## config.mk

```make
export PLATFORM = sky130hd
export DESIGN_NAME = md_seq_ctrl
export DESIGN_NICKNAME = d
export VERILOG_FILES = /design/src/rtl/md_pkg.sv /design/src/rtl/md_lat_counter.sv /design/src/rtl/md_seq_ctrl.sv
export SDC_FILE = /design/constraint.sdc
export NUM_CORES = 1
export LEC_CHECK = 0
export CAP_MARGIN = 15
export CELL_PAD_IN_SITES_DETAIL_PLACEMENT = 1
export CELL_PAD_IN_SITES_GLOBAL_PLACEMENT = 1
export CORE_MARGIN = 3
export CORE_UTILIZATION = 27
export CTS_CLUSTER_SIZE = 24
export DETAILED_ROUTE_END_ITERATION = 8
export GPL_TIMING_DRIVEN = 0
export PLACE_DENSITY = 0.88
export REMOVE_ABC_BUFFERS = 1
export SETUP_SLACK_MARGIN = 0.05
export SLEW_MARGIN = 40
export SYNTH_ARGS = -nofsm -noshare
export SYNTH_HDL_FRONTEND = slang
export SYNTH_SLANG_ARGS = --single-unit
```

## constraint.sdc

```tcl
create_clock -name clk -period 4.1 [get_ports clk]
set_input_delay 0.41 -clock clk [delete_from_list [all_inputs] [get_ports clk]]
set_output_delay 0.41 -clock clk [all_outputs]
set_load 0.02 [all_outputs]
```

## src/rtl/md_pkg.sv

```systemverilog
`default_nettype none
//------------------------------------------------------------------------------
// md_pkg : shared state/op encodings for the mul/div sequencer     rev 1.0
//------------------------------------------------------------------------------
package md_pkg;

  typedef enum logic [1:0] {
    ST_IDLE = 2'd0,
    ST_RUN  = 2'd1,
    ST_DONE = 2'd2
  } md_state_e;

  typedef enum logic {
    OP_MUL = 1'b0,
    OP_DIV = 1'b1
  } md_op_e;

  // LO value written for a divide by zero (HI gets the dividend)
  localparam logic [31:0] DIV0_LO = 32'hFFFF_FFFF;

endpackage
`default_nettype wire

```

## src/rtl/md_lat_counter.sv

```systemverilog
`default_nettype none
//------------------------------------------------------------------------------
// md_lat_counter : loadable down-counter with zero flag            rev 1.0
//------------------------------------------------------------------------------
module md_lat_counter
  import md_pkg::*;
#(
  parameter int CNT_W = 6
) (
  input  logic             clk,
  input  logic             rst,
  input  logic             load_i,
  input  logic [CNT_W-1:0] load_val_i,
  input  logic             dec_i,
  output logic             zero_o
);

  logic [CNT_W-1:0] cnt_q;
  logic [CNT_W-1:0] cnt_d;

  // Saturates at zero so a stray decrement can never wrap
  always_comb begin
    cnt_d = cnt_q;
    if (load_i) begin
      cnt_d = load_val_i;
    end else if (dec_i && (cnt_q != '0)) begin
      cnt_d = cnt_q - CNT_W'(1);
    end
  end

  always_ff @(posedge clk or posedge rst) begin
    if (rst) begin
      cnt_q <= '0;
    end else begin
      cnt_q <= cnt_d;
    end
  end

  assign zero_o = (cnt_q == '0);

endmodule
`default_nettype wire

```

## src/rtl/md_seq_ctrl.sv

```systemverilog
`default_nettype none
//------------------------------------------------------------------------------
// md_seq_ctrl : EX-stage mul/div sequencer (latency, stall, abort) rev 1.0
//------------------------------------------------------------------------------
module md_seq_ctrl
  import md_pkg::*;
#(
  parameter int MUL_LAT = 2,
  parameter int DIV_LAT = 32,
  parameter int CNT_W   = 6
) (
  input  logic        clk,
  input  logic        rst,
  input  logic        mul_ena_i,
  input  logic        div_ena_i,
  input  logic        mul_sign_i,
  input  logic        div_sign_i,
  input  logic [31:0] rs_data_i,
  input  logic [31:0] rt_data_i,
  input  logic        flush_i,
  input  logic [31:0] mul_hi_i,
  input  logic [31:0] mul_lo_i,
  input  logic [31:0] div_q_i,
  input  logic [31:0] div_r_i,
  output logic [31:0] unit_a_o,
  output logic [31:0] unit_b_o,
  output logic        unit_mul_ena_o,
  output logic        unit_div_ena_o,
  output logic        unit_sign_o,
  output logic        stall_o,
  output logic        busy_o,
  output logic [31:0] hi_o,
  output logic [31:0] lo_o,
  output logic        hilo_wena_o
);

  localparam logic [CNT_W-1:0] MUL_LOAD = CNT_W'(MUL_LAT - 1);
  localparam logic [CNT_W-1:0] DIV_LOAD = CNT_W'(DIV_LAT - 1);

  md_state_e   state_q, state_d;
  md_op_e      op_q, op_d;
  logic [31:0] a_q, a_d;
  logic [31:0] b_q, b_d;
  logic [31:0] hi_q, hi_d;
  logic [31:0] lo_q, lo_d;
  logic        sign_q, sign_d;

  logic             cnt_load;
  logic [CNT_W-1:0] cnt_load_val;
  logic             cnt_dec;
  logic             cnt_zero;

  logic req;
  logic div0;

  assign req  = (mul_ena_i | div_ena_i) & ~flush_i;
  assign div0 = div_ena_i & (rt_data_i == '0);

  md_lat_counter #(
    .CNT_W (CNT_W)
  ) u_cnt (
    .clk        (clk),
    .rst        (rst),
    .load_i     (cnt_load),
    .load_val_i (cnt_load_val),
    .dec_i      (cnt_dec),
    .zero_o     (cnt_zero)
  );

  always_comb begin
    state_d        = state_q;
    op_d           = op_q;
    a_d            = a_q;
    b_d            = b_q;
    hi_d           = hi_q;
    lo_d           = lo_q;
    sign_d         = sign_q;
    cnt_load       = 1'b0;
    cnt_load_val   = MUL_LOAD;
    cnt_dec        = 1'b0;
    stall_o        = 1'b0;
    unit_mul_ena_o = 1'b0;
    unit_div_ena_o = 1'b0;
    hilo_wena_o    = 1'b0;

    case (state_q)
      ST_IDLE: begin
        if (req) begin
          stall_o = 1'b1;
          a_d     = rs_data_i;
          b_d     = rt_data_i;
          op_d    = div_ena_i ? OP_DIV : OP_MUL;
          sign_d  = div_ena_i ? div_sign_i : mul_sign_i;
          // Divide by zero has a fixed answer, so the units are bypassed
          if (div0) begin
            hi_d    = rs_data_i;
            lo_d    = DIV0_LO;
            state_d = ST_DONE;
          end else begin
            cnt_load     = 1'b1;
            cnt_load_val = div_ena_i ? DIV_LOAD : MUL_LOAD;
            state_d      = ST_RUN;
          end
        end
      end

      ST_RUN: begin
        unit_mul_ena_o = (op_q == OP_MUL);
        unit_div_ena_o = (op_q == OP_DIV);
        if (flush_i) begin
          state_d = ST_IDLE;
        end else begin
          stall_o = 1'b1;
          if (cnt_zero) begin
            if (op_q == OP_MUL) begin
              hi_d = mul_hi_i;
              lo_d = mul_lo_i;
            end else begin
              hi_d = div_r_i;
              lo_d = div_q_i;
            end
            state_d = ST_DONE;
          end else begin
            cnt_dec = 1'b1;
          end
        end
      end

      ST_DONE: begin
        // The pipeline advances at this edge, so any visible request is stale
        hilo_wena_o = ~flush_i;
        state_d     = ST_IDLE;
      end

      default: begin
        state_d = ST_IDLE;
      end
    endcase
  end

  always_ff @(posedge clk or posedge rst) begin
    if (rst) begin
      state_q <= ST_IDLE;
      op_q    <= OP_MUL;
      a_q     <= '0;
      b_q     <= '0;
      hi_q    <= '0;
      lo_q    <= '0;
      sign_q  <= 1'b0;
    end else begin
      state_q <= state_d;
      op_q    <= op_d;
      a_q     <= a_d;
      b_q     <= b_d;
      hi_q    <= hi_d;
      lo_q    <= lo_d;
      sign_q  <= sign_d;
    end
  end

  assign unit_a_o    = a_q;
  assign unit_b_o    = b_q;
  assign unit_sign_o = sign_q;
  assign hi_o        = hi_q;
  assign lo_o        = lo_q;
  assign busy_o      = (state_q != ST_IDLE);

endmodule
`default_nettype wire
```

=== Word-level counts from Yosys, hierarchy flattened ===
Cells that the tools add are included.

* Logic and storage cells: 69
* Bits of input ports: 199
* Flip-flop bits (word level): 138

* $add $sub $neg: 1
* Reduce and logical (&&, ||, !) cells: 11
* Equal/unequal tests: 7
* Bitwise operators: 5
* Multiplexer cells: 37

{| class="wikitable"
|+ Operators by type and width
! operator !! count
|-
| two-way mux 32 bit || 10
|-
| one-hot mux 32 bit (2 select lines) || 2
|-
| zero test 32 bit || 1
|-
| two-way mux 5 bit || 4
|-
| two-way mux 1 bit || 13
|-
| two-way mux 6 bit || 2
|-
| two-way mux 2 bit || 4
|-
| != test 2 bit (second input constant) || 4
|-
| zero test 6 bit || 1
|-
| nonzero test 2 bit || 3
|-
| nonzero test 6 bit || 1
|-
| subtractor 6 x 1 -> 6 bit (second input constant) || 1
|-
| AND reduction 5 bit || 1
|-
| one-hot mux 2 bit (2 select lines) || 1
|-
| AND reduction 2 bit || 2
|-
| != test 3 bit (second input constant) || 1
|-
| AND 1 bit || 2
|-
| == test 2 x 1 -> 1 bit (second input constant) || 1
|-
| == test 2 bit (second input constant) || 1
|-
| zero test 2 bit || 1
|-
| NOT 1 bit || 2
|-
| one-hot mux 1 bit (2 select lines) || 1
|-
| logical AND 1 bit || 1
|-
| bitwise OR 1 bit || 1
|}

=== Depth between registers and ports, before layout ===
* Depth in word-level cells: 7
* Depth in mapped cells: 8

=== Modules after synthesis ===
A second synthesis with hierarchy kept.

* Cells, all modules: 675
* Area, all modules: 6,628.9 µm²

{| class="wikitable"
|+ By module, submodules not included
! module !! area each (µm²) !! instances !! cells an instance
|-
| md_seq_ctrl || 6,202.2 || 1 || 626
|-
| md_lat_counter || 426.7 || 1 || 49
|}

=== Worst setup path before layout ===
No wires, ideal clock.

* Path kind: input -> output
* Start: in div_ena_i
* End: out stall_o
* Slack: 1.937 ns
* Path buffers: 3
* Data required time: 3.690 ns
* Stages on the path: 5
* Arrival: 1.753 ns
* Cells stage by stage: buf_4 o21ai_1 clkbuf_1 clkbuf_1 o21ai_0

* Cells in the longest elaborated chain, start to end: 4

{| class="wikitable"
|+ Ends and longest elaborated chain
! what !! line !! RTL
|-
| start, declared || md_seq_ctrl.sv:15 || <nowiki>input logic div_ena_i,</nowiki>
|-
| bitwise OR 1 bit || md_seq_ctrl.sv:56 || <nowiki>assign req = (mul_ena_i | div_ena_i) & ~flush_i;</nowiki>
|-
| AND 1 bit || md_seq_ctrl.sv:56 ||
|-
| two-way mux 1 bit || md_seq_ctrl.sv:88 || <nowiki>if (req) begin</nowiki>
|-
| one-hot mux 1 bit (2 select lines) || md_seq_ctrl.sv:86 || <nowiki>case (state_q)</nowiki>
|-
| end, declared || md_seq_ctrl.sv:30 || <nowiki>output logic stall_o,</nowiki>
|}

Every way passes these cells.

=== Final worst setup path ===
* Start: in div_ena_i
* End: reg hi_q[4], in the netlist hi_o[4]

* Cells in the longest elaborated chain, start to end: 4
* Elaborated cells on any way between the ends: 6
* Classes of those cells: eq/ne: 2; bitwise: 3; reduce/logical: 1

{| class="wikitable"
|+ Ends and longest elaborated chain
! what !! line !! RTL
|-
| bitwise OR 1 bit || md_seq_ctrl.sv:56 ||
|-
| AND 1 bit || md_seq_ctrl.sv:56 ||
|-
| != test 2 bit (no source line) || - ||
|-
| AND reduction 5 bit (no source line) (*) || - ||
|-
| end signal, assigned || md_seq_ctrl.sv:155 || <nowiki>hi_q <= hi_d;</nowiki>
|-
| end, declared || md_seq_ctrl.sv:44 || <nowiki>logic [31:0] hi_q, hi_d;</nowiki>
|}

Mark *: on every way between the ends. The rest lies on a longest branch, timed or not.
A chain may end at the register's enable or synchronous reset.

==> impl_metrics.env <==
export IMPL_via_count=5853
export IMPL_syn_avg_cell_area_um2=10.52
export IMPL_final_core_util_pct=46.72
export IMPL_slew_violations=0
export IMPL_async_reset_ff_share_pct=100.0
export IMPL_place_gp_congestion=0.7645
export IMPL_yosysTopAreaCellShare_pct=52.34
export IMPL_fp_dieH_um=162.3
export IMPL_tritoncts="done"
export IMPL_start_util_pct=27.78
export IMPL_max_vdd_ir_drop_uv=256.9
export IMPL_layout_cells_non_filler=1286
export IMPL_grt_pass1_wl_mm=37.57
export IMPL_synth_yosys_seq_area_share_pct=52.34
export IMPL_cts_sinks=138
export IMPL_ios=333
export IMPL_cts_hold_buffers_added=0
export IMPL_numPortBuffers=332
export IMPL_synthFlopType="dfrtp_1"
export IMPL_htreeDepth=4
export IMPL_cp_max_fo=16
export IMPL_clk_path_buf_depth=2
export IMPL_ys_types=41
export IMPL_syn_area_mm2=0.006598
export IMPL_finalClockSkew_ps=12.64
export IMPL_finalSetupViolCount=0
export IMPL_antenna_found_initial=0
export IMPL_power_density_mw_per_mm2=456.9
export IMPL_layout_drive_gt1_share_pct=11.89
export IMPL_multiInputGateArea_mm2=0.002929
export IMPL_rsz0062_at_grt="no"
export IMPL_dp_final_hpwl_mm=19.16
export IMPL_cts_resized=0
export IMPL_final_hold_violation_count=0
export IMPL_post_route_cell_area_mm2=0.01110
export IMPL_fill_cells=2562
export IMPL_nNetsFinal=1155
export IMPL_drt_total_wl_mm=24.39
export IMPL_final_common_cell="clkdlybuf4s50_1"
export IMPL_via_per_inst=4.551
export IMPL_drv_cap=0
export IMPL_post_drt_wl_per_cell_um=18.96
export IMPL_final_cell_mix="332 x clkdlybuf4s50_1, 228 x nand2_1, 137 x dfrtp_1"
export IMPL_area_growth_pct=68.20
export IMPL_clock_latency_ps=410
export IMPL_period_share_pct=78.05
export IMPL_endpoint_kind="register"
export IMPL_synth_area_leaders="dfrtp_1 52%, nand2_1 13%, mux2i_1 10%"
export IMPL_hold_path_class="in2async"
export IMPL_p_leak_nw=5.009
export IMPL_syn_inst=627
export IMPL_critical_path_startpoint_type="input port"
export IMPL_grt_ovfl_total=0
export IMPL_path_class="in2reg"
export IMPL_yosys_area_top_type="dfrtp_1"
export IMPL_post_cts_buffers=0
export IMPL_synth_ff_latch_count=138
export IMPL_drc=0
export IMPL_synth_edf_count=0
export IMPL_grt_pass1_vias=6531
export IMPL_reg2reg_slack_ps=1090
export IMPL_worstReg2RegStart="state_q[1]$_DFFE_PP0P_"
export IMPL_cts_clk_slew_worst_paths_ps=70
export IMPL_period_needed_ps=3200
export IMPL_status="finished clean"
export IMPL_cts_buffers=17
export IMPL_first_iter_violations=169
export IMPL_core_area_mm2=0.02375
export IMPL_cp_required_ps=4390
export IMPL_critPathLaunch="div_ena_i"
export IMPL_rows=56
export IMPL_drtAntennaViolNets=0
export IMPL_root_buffer="clkbuf_16"
export IMPL_seqCellArea_mm2=0.003457
export IMPL_die_area_mm2=0.02635
export IMPL_fmax_mhz=312.5
export IMPL_die_w_um=162.3
export IMPL_track_usage_pct=18.41
export IMPL_first_pass_iters=4
export IMPL_cp_arrival_ps=3490
export IMPL_grt_max_degree=73
export IMPL_slew_headroom_pct=54.86
export IMPL_diodes=0
export IMPL_place_area_mm2=0.01046
export IMPL_yosys_warnings=0
export IMPL_worst_pin_slew_ps=677.0
export IMPL_fin_setup_tns_ps=0
export IMPL_dp_cells=1254
==> sequential cells by signal, summed over array words and instances (netlist names) <==
name / count
unit_b_o: 32
op_q: 1
lo_o: 32
u_cnt.cnt_q: 6
unit_sign_o: 1
unit_a_o: 32
state_q: 2
hi_o: 32
==> critical path: stages <==
cell,delay [ps]
clkdlybuf4s50_1,730
nor4b_2,360
nand4_1,140
or3_4,400
o21bai_4,420
buf_8,250
buf_16,180
buf_8,200
mux2_1,360
==> cell usage after synthesis, drive strengths merged, types with 2 or more instances <==
cell type  count
ha             2
a2bb2oi       32
nor3           3
or3            2
dfrtp        138
clkbuf        22
a21oi          5
nand3          3
mux2          32
nand2        228
nand4          2
inv            6
o32ai          2
xnor2          2
o21ai         35
nor2          10
nand2b         2
buf           19
mux2i         66
nor4           6
==> power by group <==
group	internal, mW	switching, mW	leakage [nW]
clock network	1.06	0.631	0.310
registers	1.58	0.163	1.71
logic	0.820	0.814	2.99
==> stage by stage <==
step | hold slack (ps) | total power [mW] | worst slack [ps]
after global placement | 457.4 | 3.355 | -2643
after CTS | 462.0 | 5.150 | 931.2
final | 445.0 | 5.070 | 899.8
after global routing | 474.3 | 5.324 | 792.8
after floorplan | 515.4 | 2.539 | -593.4
after detailed placement | 462.9 | 3.425 | 478.3
==> worst paths after layout <==
check	end	depth (start not counted)
worst min-delay path	unit_a_o[3]$_DFFE_PP0P_	2
max in group asynchronous	lo_o[23]$_DFFE_PP0P_	3
worst max register to register	hi_o[4]$_DFFE_PP0P_	8
min in group clk	unit_b_o[18]$_DFFE_PP0P_	2
worst max-delay path	hi_o[4]$_DFFE_PP0P_	9
worst min register to register	unit_b_o[18]$_DFFE_PP0P_	2
==> final cells by class <==
class	instances	area share, %
flip-flops and latches	138	31.15
well taps	319	3.597
clock buffers	19	4.082
inverters	6	0.2706
multi-input cells	442	26.40
clock inverters	13	1.703
repair buffers	349	32.80
==> cell families (layout without fill, tap and decap cells) <==
family	Yosys count	after routing	synth area share, %
and+or+nand+nor	259	259	15.80
DFF	138	138	52.34
muxes	98	98	16.04
AOI/OAI and AO/OA	80	80	11.28
buffers and inverters	47	387	3.755
xor gates and xnor gates	3	3	0.3983
adders and majority gates	2	2	0.3792
==> routing by layer <==
metal	GRT usage, %	wire (µm)	vias up
met4	3.955	341	0
met1	20.07	9382	2900
met2	34.78	13290	164
met3	5.840	1375	21
met5	0	0	-
li1	-	-	2768
(Power assumes the default switching activity.)
